--- src/rtl/csirx_packetparse.sv ---
// CSI-2 packet parser for a 2-lane receiver.
// Decodes the packet header from aligned 16-bit words and reports short
// packets on a sideband strobe. For long packets it strips the header and
// CRC and streams the payload on an AXI-Stream style output with one
// holding register. tlast marks the end of line; tuser marks the first
// beat after a Frame Start.
module csirx_packetparse #(
  parameter int N_DATA_LANES = 2
) (
  input  logic        clk,
  input  logic        resetn,
  input  logic        burst_active,
  input  logic [15:0] word_in,
  input  logic        word_valid,
  output logic        m_axis_tvalid,
  output logic [15:0] m_axis_tdata,
  output logic [1:0]  m_axis_tkeep,
  output logic        m_axis_tlast,
  output logic        m_axis_tuser,
  input  logic        m_axis_tready,
  output logic        sp_valid,
  output logic [5:0]  sp_dt,
  output logic [15:0] sp_data,
  output logic [5:0]  lp_dt,
  output logic        err_truncated,
  output logic        err_overflow
);

  // Only the 2-lane word format is implemented.
  if (N_DATA_LANES != 2) begin : g_lane_check
    $error("csirx_packetparse: only N_DATA_LANES = 2 is supported");
  end

  localparam logic [2:0] ST_IDLE    = 3'd0;
  localparam logic [2:0] ST_HDR1    = 3'd1;
  localparam logic [2:0] ST_PAYLOAD = 3'd2;
  localparam logic [2:0] ST_CRC     = 3'd3;
  localparam logic [2:0] ST_DRAIN   = 3'd4;

  logic [2:0]  state_q, state_d;
  logic [5:0]  dt_q, dt_d;
  logic [7:0]  wc_lo_q, wc_lo_d;
  logic [15:0] remaining_q, remaining_d;
  logic        sof_q, sof_d;
  logic        out_valid_q, out_valid_d;
  logic [15:0] out_data_q, out_data_d;
  logic [1:0]  out_keep_q, out_keep_d;
  logic        out_last_q, out_last_d;
  logic        out_user_q, out_user_d;
  logic        sp_valid_q, sp_valid_d;
  logic [5:0]  sp_dt_q, sp_dt_d;
  logic [15:0] sp_data_q, sp_data_d;
  logic [5:0]  lp_dt_q, lp_dt_d;
  logic        trunc_q, trunc_d;
  logic        ovf_q, ovf_d;

  logic [15:0] wc_s;
  logic        pay_word_s;
  logic [1:0]  pay_keep_s;
  logic        pay_last_s;

  assign wc_s = {word_in[7:0], wc_lo_q};

  // Header parsing, payload counting and output-register next state.
  always_comb begin
    state_d     = state_q;
    dt_d        = dt_q;
    wc_lo_d     = wc_lo_q;
    remaining_d = remaining_q;
    sof_d       = sof_q;
    sp_valid_d  = 1'b0;
    sp_dt_d     = sp_dt_q;
    sp_data_d   = sp_data_q;
    lp_dt_d     = lp_dt_q;
    trunc_d     = 1'b0;
    ovf_d       = ovf_q;
    pay_word_s  = 1'b0;
    pay_keep_s  = 2'b11;
    pay_last_s  = 1'b0;

    if (!burst_active) begin
      state_d = ST_IDLE;
      if ((state_q == ST_HDR1) || (state_q == ST_PAYLOAD) || (state_q == ST_CRC)) begin
        trunc_d = 1'b1;
      end else begin
        trunc_d = 1'b0;
      end
    end else if (word_valid) begin
      case (state_q)
        ST_IDLE: begin
          dt_d    = word_in[5:0];
          wc_lo_d = word_in[15:8];
          state_d = ST_HDR1;
        end
        ST_HDR1: begin
          if (dt_q < 6'h10) begin
            sp_valid_d = 1'b1;
            sp_dt_d    = dt_q;
            sp_data_d  = wc_s;
            if (dt_q == 6'h00) begin
              sof_d = 1'b1;
            end else if (dt_q == 6'h01) begin
              sof_d = 1'b0;
            end else begin
              sof_d = sof_q;
            end
            state_d = ST_DRAIN;
          end else begin
            lp_dt_d     = dt_q;
            remaining_d = wc_s;
            state_d     = (wc_s == 16'd0) ? ST_CRC : ST_PAYLOAD;
          end
        end
        ST_PAYLOAD: begin
          pay_word_s = 1'b1;
          if (remaining_q >= 16'd2) begin
            pay_keep_s  = 2'b11;
            pay_last_s  = (remaining_q == 16'd2);
            remaining_d = remaining_q - 16'd2;
            state_d     = (remaining_q == 16'd2) ? ST_CRC : ST_PAYLOAD;
          end else begin
            // Odd word count: the high byte of this word is CRC lo, so a
            // single further word completes the CRC.
            pay_keep_s  = 2'b01;
            pay_last_s  = 1'b1;
            remaining_d = 16'd0;
            state_d     = ST_CRC;
          end
        end
        ST_CRC: begin
          // One word covers either two CRC bytes or the remaining CRC hi.
          state_d = ST_DRAIN;
        end
        ST_DRAIN: begin
          state_d = ST_DRAIN;
        end
        default: begin
          state_d = ST_IDLE;
        end
      endcase
    end else begin
      state_d = state_q;
    end
  end

  // Single output holding register; a word arriving while it is blocked is dropped.
  always_comb begin
    out_valid_d = out_valid_q & ~m_axis_tready;
    out_data_d  = out_data_q;
    out_keep_d  = out_keep_q;
    out_last_d  = out_last_q;
    out_user_d  = out_user_q;
    if (pay_word_s) begin
      if (!out_valid_q || m_axis_tready) begin
        out_valid_d = 1'b1;
        out_data_d  = word_in;
        out_keep_d  = pay_keep_s;
        out_last_d  = pay_last_s;
        out_user_d  = sof_q;
      end else begin
        out_valid_d = out_valid_q;
      end
    end else begin
      out_valid_d = out_valid_q & ~m_axis_tready;
    end
  end

  // Overflow is sticky; tuser consumes the pending Frame Start on a real load.
  logic load_s;
  assign load_s = pay_word_s & (~out_valid_q | m_axis_tready);

  // State and output registers with synchronous active-low reset.
  always_ff @(posedge clk) begin
    if (!resetn) begin
      state_q     <= ST_IDLE;
      dt_q        <= 6'd0;
      wc_lo_q     <= 8'd0;
      remaining_q <= 16'd0;
      sof_q       <= 1'b0;
      out_valid_q <= 1'b0;
      out_data_q  <= 16'd0;
      out_keep_q  <= 2'b00;
      out_last_q  <= 1'b0;
      out_user_q  <= 1'b0;
      sp_valid_q  <= 1'b0;
      sp_dt_q     <= 6'd0;
      sp_data_q   <= 16'd0;
      lp_dt_q     <= 6'd0;
      trunc_q     <= 1'b0;
      ovf_q       <= 1'b0;
    end else begin
      state_q     <= state_d;
      dt_q        <= dt_d;
      wc_lo_q     <= wc_lo_d;
      remaining_q <= remaining_d;
      sof_q       <= load_s ? 1'b0 : sof_d;
      out_valid_q <= out_valid_d;
      out_data_q  <= out_data_d;
      out_keep_q  <= out_keep_d;
      out_last_q  <= out_last_d;
      out_user_q  <= out_user_d;
      sp_valid_q  <= sp_valid_d;
      sp_dt_q     <= sp_dt_d;
      sp_data_q   <= sp_data_d;
      lp_dt_q     <= lp_dt_d;
      trunc_q     <= trunc_d;
      ovf_q       <= (pay_word_s & ~load_s) ? 1'b1 : ovf_d;
    end
  end

  assign m_axis_tvalid = out_valid_q;
  assign m_axis_tdata  = out_data_q;
  assign m_axis_tkeep  = out_keep_q;
  assign m_axis_tlast  = out_last_q;
  assign m_axis_tuser  = out_user_q;
  assign sp_valid      = sp_valid_q;
  assign sp_dt         = sp_dt_q;
  assign sp_data       = sp_data_q;
  assign lp_dt         = lp_dt_q;
  assign err_truncated = trunc_q;
  assign err_overflow  = ovf_q;

endmodule

--- config.mk ---
export PLATFORM = sky130hd
export DESIGN_NAME = csirx_packetparse
export DESIGN_NICKNAME = d
export VERILOG_FILES = /design/src/rtl/csirx_packetparse.sv
export SDC_FILE = /design/constraint.sdc
export NUM_CORES = 1
export LEC_CHECK = 0
export ABC_AREA = 1
export ABC_CLOCK_PERIOD_IN_PS = 1500
export CAP_MARGIN = 20
export CORE_MARGIN = 4
export CORE_UTILIZATION = 45
export CTS_CLUSTER_DIAMETER = 60
export DETAILED_ROUTE_END_ITERATION = 12
export MAX_ROUTING_LAYER = met4
export PLACE_DENSITY = 0.72
export SLEW_MARGIN = 20
export SYNTH_ARGS = -nofsm -noshare
export SYNTH_HDL_FRONTEND = slang
export SYNTH_SLANG_ARGS = --single-unit
--- constraint.sdc ---
create_clock -name clk -period 1.5 [get_ports clk]
set_input_delay 0.15 -clock clk [delete_from_list [all_inputs] [get_ports clk]]
set_output_delay 0.15 -clock clk [all_outputs]
set_load 0.01 [all_outputs]
==> impl_metrics.py <==
metrics = {
    "status": {
        "status": "complete, no violations",
    },
    "floorplan": {
        "start_util_pct": 46.1,
        "row_count": 32,
        "ios": 73,
        "die-area_mm2": 0.00936,
        "core_mm2": 0.00769,
        "die_height_um": 96.7,
        "die_w_um": 96.7,
    },
    "yosys": {
        "synth_cell_type_count": 31,
        "synth_top_area_share_pct": 48.6,
        "synth_edf_count": 0,
        "ys_top_cells_by_count": "90 x nor2_1, 86 x dfxtp_1, 75 x o21ai_0",
        "synthArstFlopShare_pct": 0,
        "netlist_area_mm2": 0.00354,
        "synth_seq_cells": 86,
        "synth_ff_type": "dfxtp_1",
        "synth_top_area_cell": "dfxtp_1",
        "syn_area_per_cell_um2": 7.37,
        "yosys-top-cells-area": "dfxtp_1 49%, o21ai_0 11%, nor2_1 9.5%",
        "synth_most_common_cell": "nor2_1",
        "ys_seq_area_share_pct": 48.6,
        "syn_nets": 503,
        "syn_inst": 481,
        "yosys_warnings": 0,
    },
    "global_routing": {
        "grt_start_max_net_pins": 43,
        "first_global_vias": 3347,
        "grtUsageTotal_pct": 21.8,
        "grt_first_pass_wirelength_um": 16300,
        "grt_overflow": 0,
        "grt_antenna_before_repair": 0,
    },
    "setup_path": {
        "required_ns": 1.35,
        "start_kind": "flip-flop",
        "worst-path-buf-inv": 1,
        "cp-end-kind": "primary output",
        "critPathArrivalTime_ns": 1.31,
        "critPathMaxStageDelay_ns": 0.56,
        "critPathMaxFanout": 2,
        "cp_slowest_cell": "clkdlybuf4s50_1",
        "crit_type": "flip-flop to primary output",
        "path_cells": "clkdlybuf4s50_1",
        "cp_top_family": "buffers and inverters",
    },
    "placement": {
        "portBuffers": 72,
        "placed_cells": 667,
        "gp_congestion": 0.903,
        "hpwl_um": 7170,
    },
    "clocking": {
        "insertion_delay_ns": 0.37,
        "cts_tree": "done",
        "cts.sinks": 86,
        "cts_made_buffers": 9,
        "clock_path_buffers": 2,
        "cts_hold_buf": 0,
        "clk_pin_slew_ns": 0.10,
        "cts-root-buf": "clkbuf_8",
        "h-tree-depth": 3,
    },
    "timing": {
        "rsz0062_at_grt": "yes",
        "min_period_ns": 1.46,
        "worstMarginPinSlew_ns": 0.373,
        "period_share_pct": 97.5,
        "max_freq_ghz": 0.684,
        "hold_ws_ns": 0.197,
        "fin_skew_ns": 0.0129,
        "finalHoldViolations": 0,
        "maxSlewHeadroom_pct": 75.1,
        "finalSetupViolCount": 0,
        "drv_slew": 0,
    },
    "cells_and_area": {
        "register_area_mm2": 0.00173,
        "syn_to_final_growth_pct": 43.6,
        "stdcell_count": 691,
        "multi_input_comb_area_mm2": 0.00170,
        "final.fill_count": 650,
        "final_nets": 606,
        "antenna_cells": 0,
        "drive_gt1_share_pct": 19.0,
    },
    "power_and_ir_drop": {
        "total_power_w": 0.00440,
        "switching_share_pct": 27.1,
        "p_per_area_mw_per_mm2": 864,
        "p_leak_nw": 2.10,
        "p_seq_share_pct": 53.7,
        "p_comb_share_pct": 10.5,
        "internal-power_w": 0.00321,
        "switching_power_w": 0.00119,
        "vdd_ir_drop_max_uv": 433,
        "p_clk_share_pct": 35.8,
    },
    "routing": {
        "via_per_inst": 5.29,
        "wirelength_um": 10600,
        "first_pass_iters": 5,
        "num_vias": 3653,
        "final_antenna_net_count": 0,
        "wl_per_cell_um": 15.3,
        "drt_iter0_markers": 266,
        "drc": 0,
    },
    "worst_hold_path": {
        "hold_path.class": "input pin to flip-flop",
    },
    "run": {
        "max-cap-violations": 0,
    },
}
## metrics by stage
| step | setup slack, ns | TNS [ns] | area [um^2] | utilization (%) |
|---|---|---|---|---|
| 2_1_floorplan | 0.100 | 0 | 3540 | - |
| 3_3_place_gp | -0.0952 | -2.16 | 4600 | 59.8 |
| 3_5_place_dp | -0.170 | -4.91 | 4600 | 59.8 |
| 4_1_cts | 0.00547 | 0 | 4800 | 62.5 |
| 5_1_grt | -0.0601 | -0.632 | 5090 | 66.2 |
| 6_report | 0.0380 | 0 | 5090 | 66.2 |
## placed cells by master, fill, tap and decap left out, types with 2 or more instances in the layout
cell type,count
o21a_1,2
nand3_1,19
clkinv_4,2
nand2_2,4
dfxtp_1,79
buf_4,30
clkbuf_16,3
nor2_2,7
nor2_1,82
xor2_1,5
dlymetal6s2s_1,2
nor3_1,4
nand4_1,2
buf_12,7
nand3b_1,2
a21oi_2,10
nor2_4,2
o21ai_1,10
buf_6,2
clkbuf_8,10
inv_4,4
a21oi_1,55
o21ai_2,7
dfxtp_2,7
or2_2,2
a21oi_4,2
o21ai_0,59
inv_6,3
inv_2,4
inv_1,32
nand2_1,50
clkdlybuf4s50_1,69
## registers in the layout, indices dropped and copies added, names as in the netlist, 2 cells and up
signal / cells
m_axis_tdata: 16
remaining_q: 16
sp_data: 16
wc_lo_q: 8
dt_q: 6
lp_dt: 6
sp_dt: 6
state_q: 3
m_axis_tkeep: 2
## power by group through the flow
| stage | sequential [W] | clock, W | combinational, W |
|---|---|---|---|
| after floorplan | 0.00241 | 0 | 0.000205 |
| after global placement | 0.00241 | 0 | 0.000421 |
| after detailed placement | 0.00241 | 0 | 0.000428 |
| after CTS | 0.00236 | 0.00159 | 0.000433 |
| after global routing | 0.00237 | 0.00169 | 0.000507 |
| final | 0.00236 | 0.00157 | 0.000461 |
## cell families after synthesis
logic type	Yosys count	synth area share [%]
compound gates	146	21.2
xor+xnor	6	1.48
simple gates	180	21.1
fa+ha+maj	1	0.353
flops	86	48.6
buf+inv	62	7.24
## routing by layer
metal,up-vias,wire length [um],track usage [%]
li1,1788,-,-
met3,26,665,4.54
met5,-,0,-
met1,1689,4770,28.8
met2,150,4840,32.6
met4,0,278,8.96
## final timing paths
| check | from | endpoint | slack [ns] | cells past startpoint |
|---|---|---|---|---|
| max | m_axis_tkeep[1]$_SDFFE_PN0P_ | m_axis_tkeep[1] | 0.04 | 1 |
| min | resetn | err_overflow$_SDFFE_PN0P_ | 0.20 | 2 |
| max reg2reg | state_q[1]$_SDFFE_PN0P_ | remaining_q[2]$_SDFFE_PN0P_ | 0.04 | 6 |
| min reg2reg | sp_dt[5]$_SDFFE_PN0P_ | sp_dt[5]$_SDFFE_PN0P_ | 0.44 | 2 |
## area by class of cell
type,instances,area share [%]
Clock buffer,10,2.70
Clock inverter,6,1.01
Inverter,40,3.15
Multi-Input combinational cell,333,33.4
Sequential cell,86,34.0
Tap cell,102,2.51
Timing Repair Buffer,114,23.3
## timing repair
action,CTS,global route
resized for setup,4,70
buffers inserted,0,5
gates cloned,0,3
pin swaps,0,9
setup endpoints to repair,32,66
No activity file was read; power rests on OpenSTA's default activity.
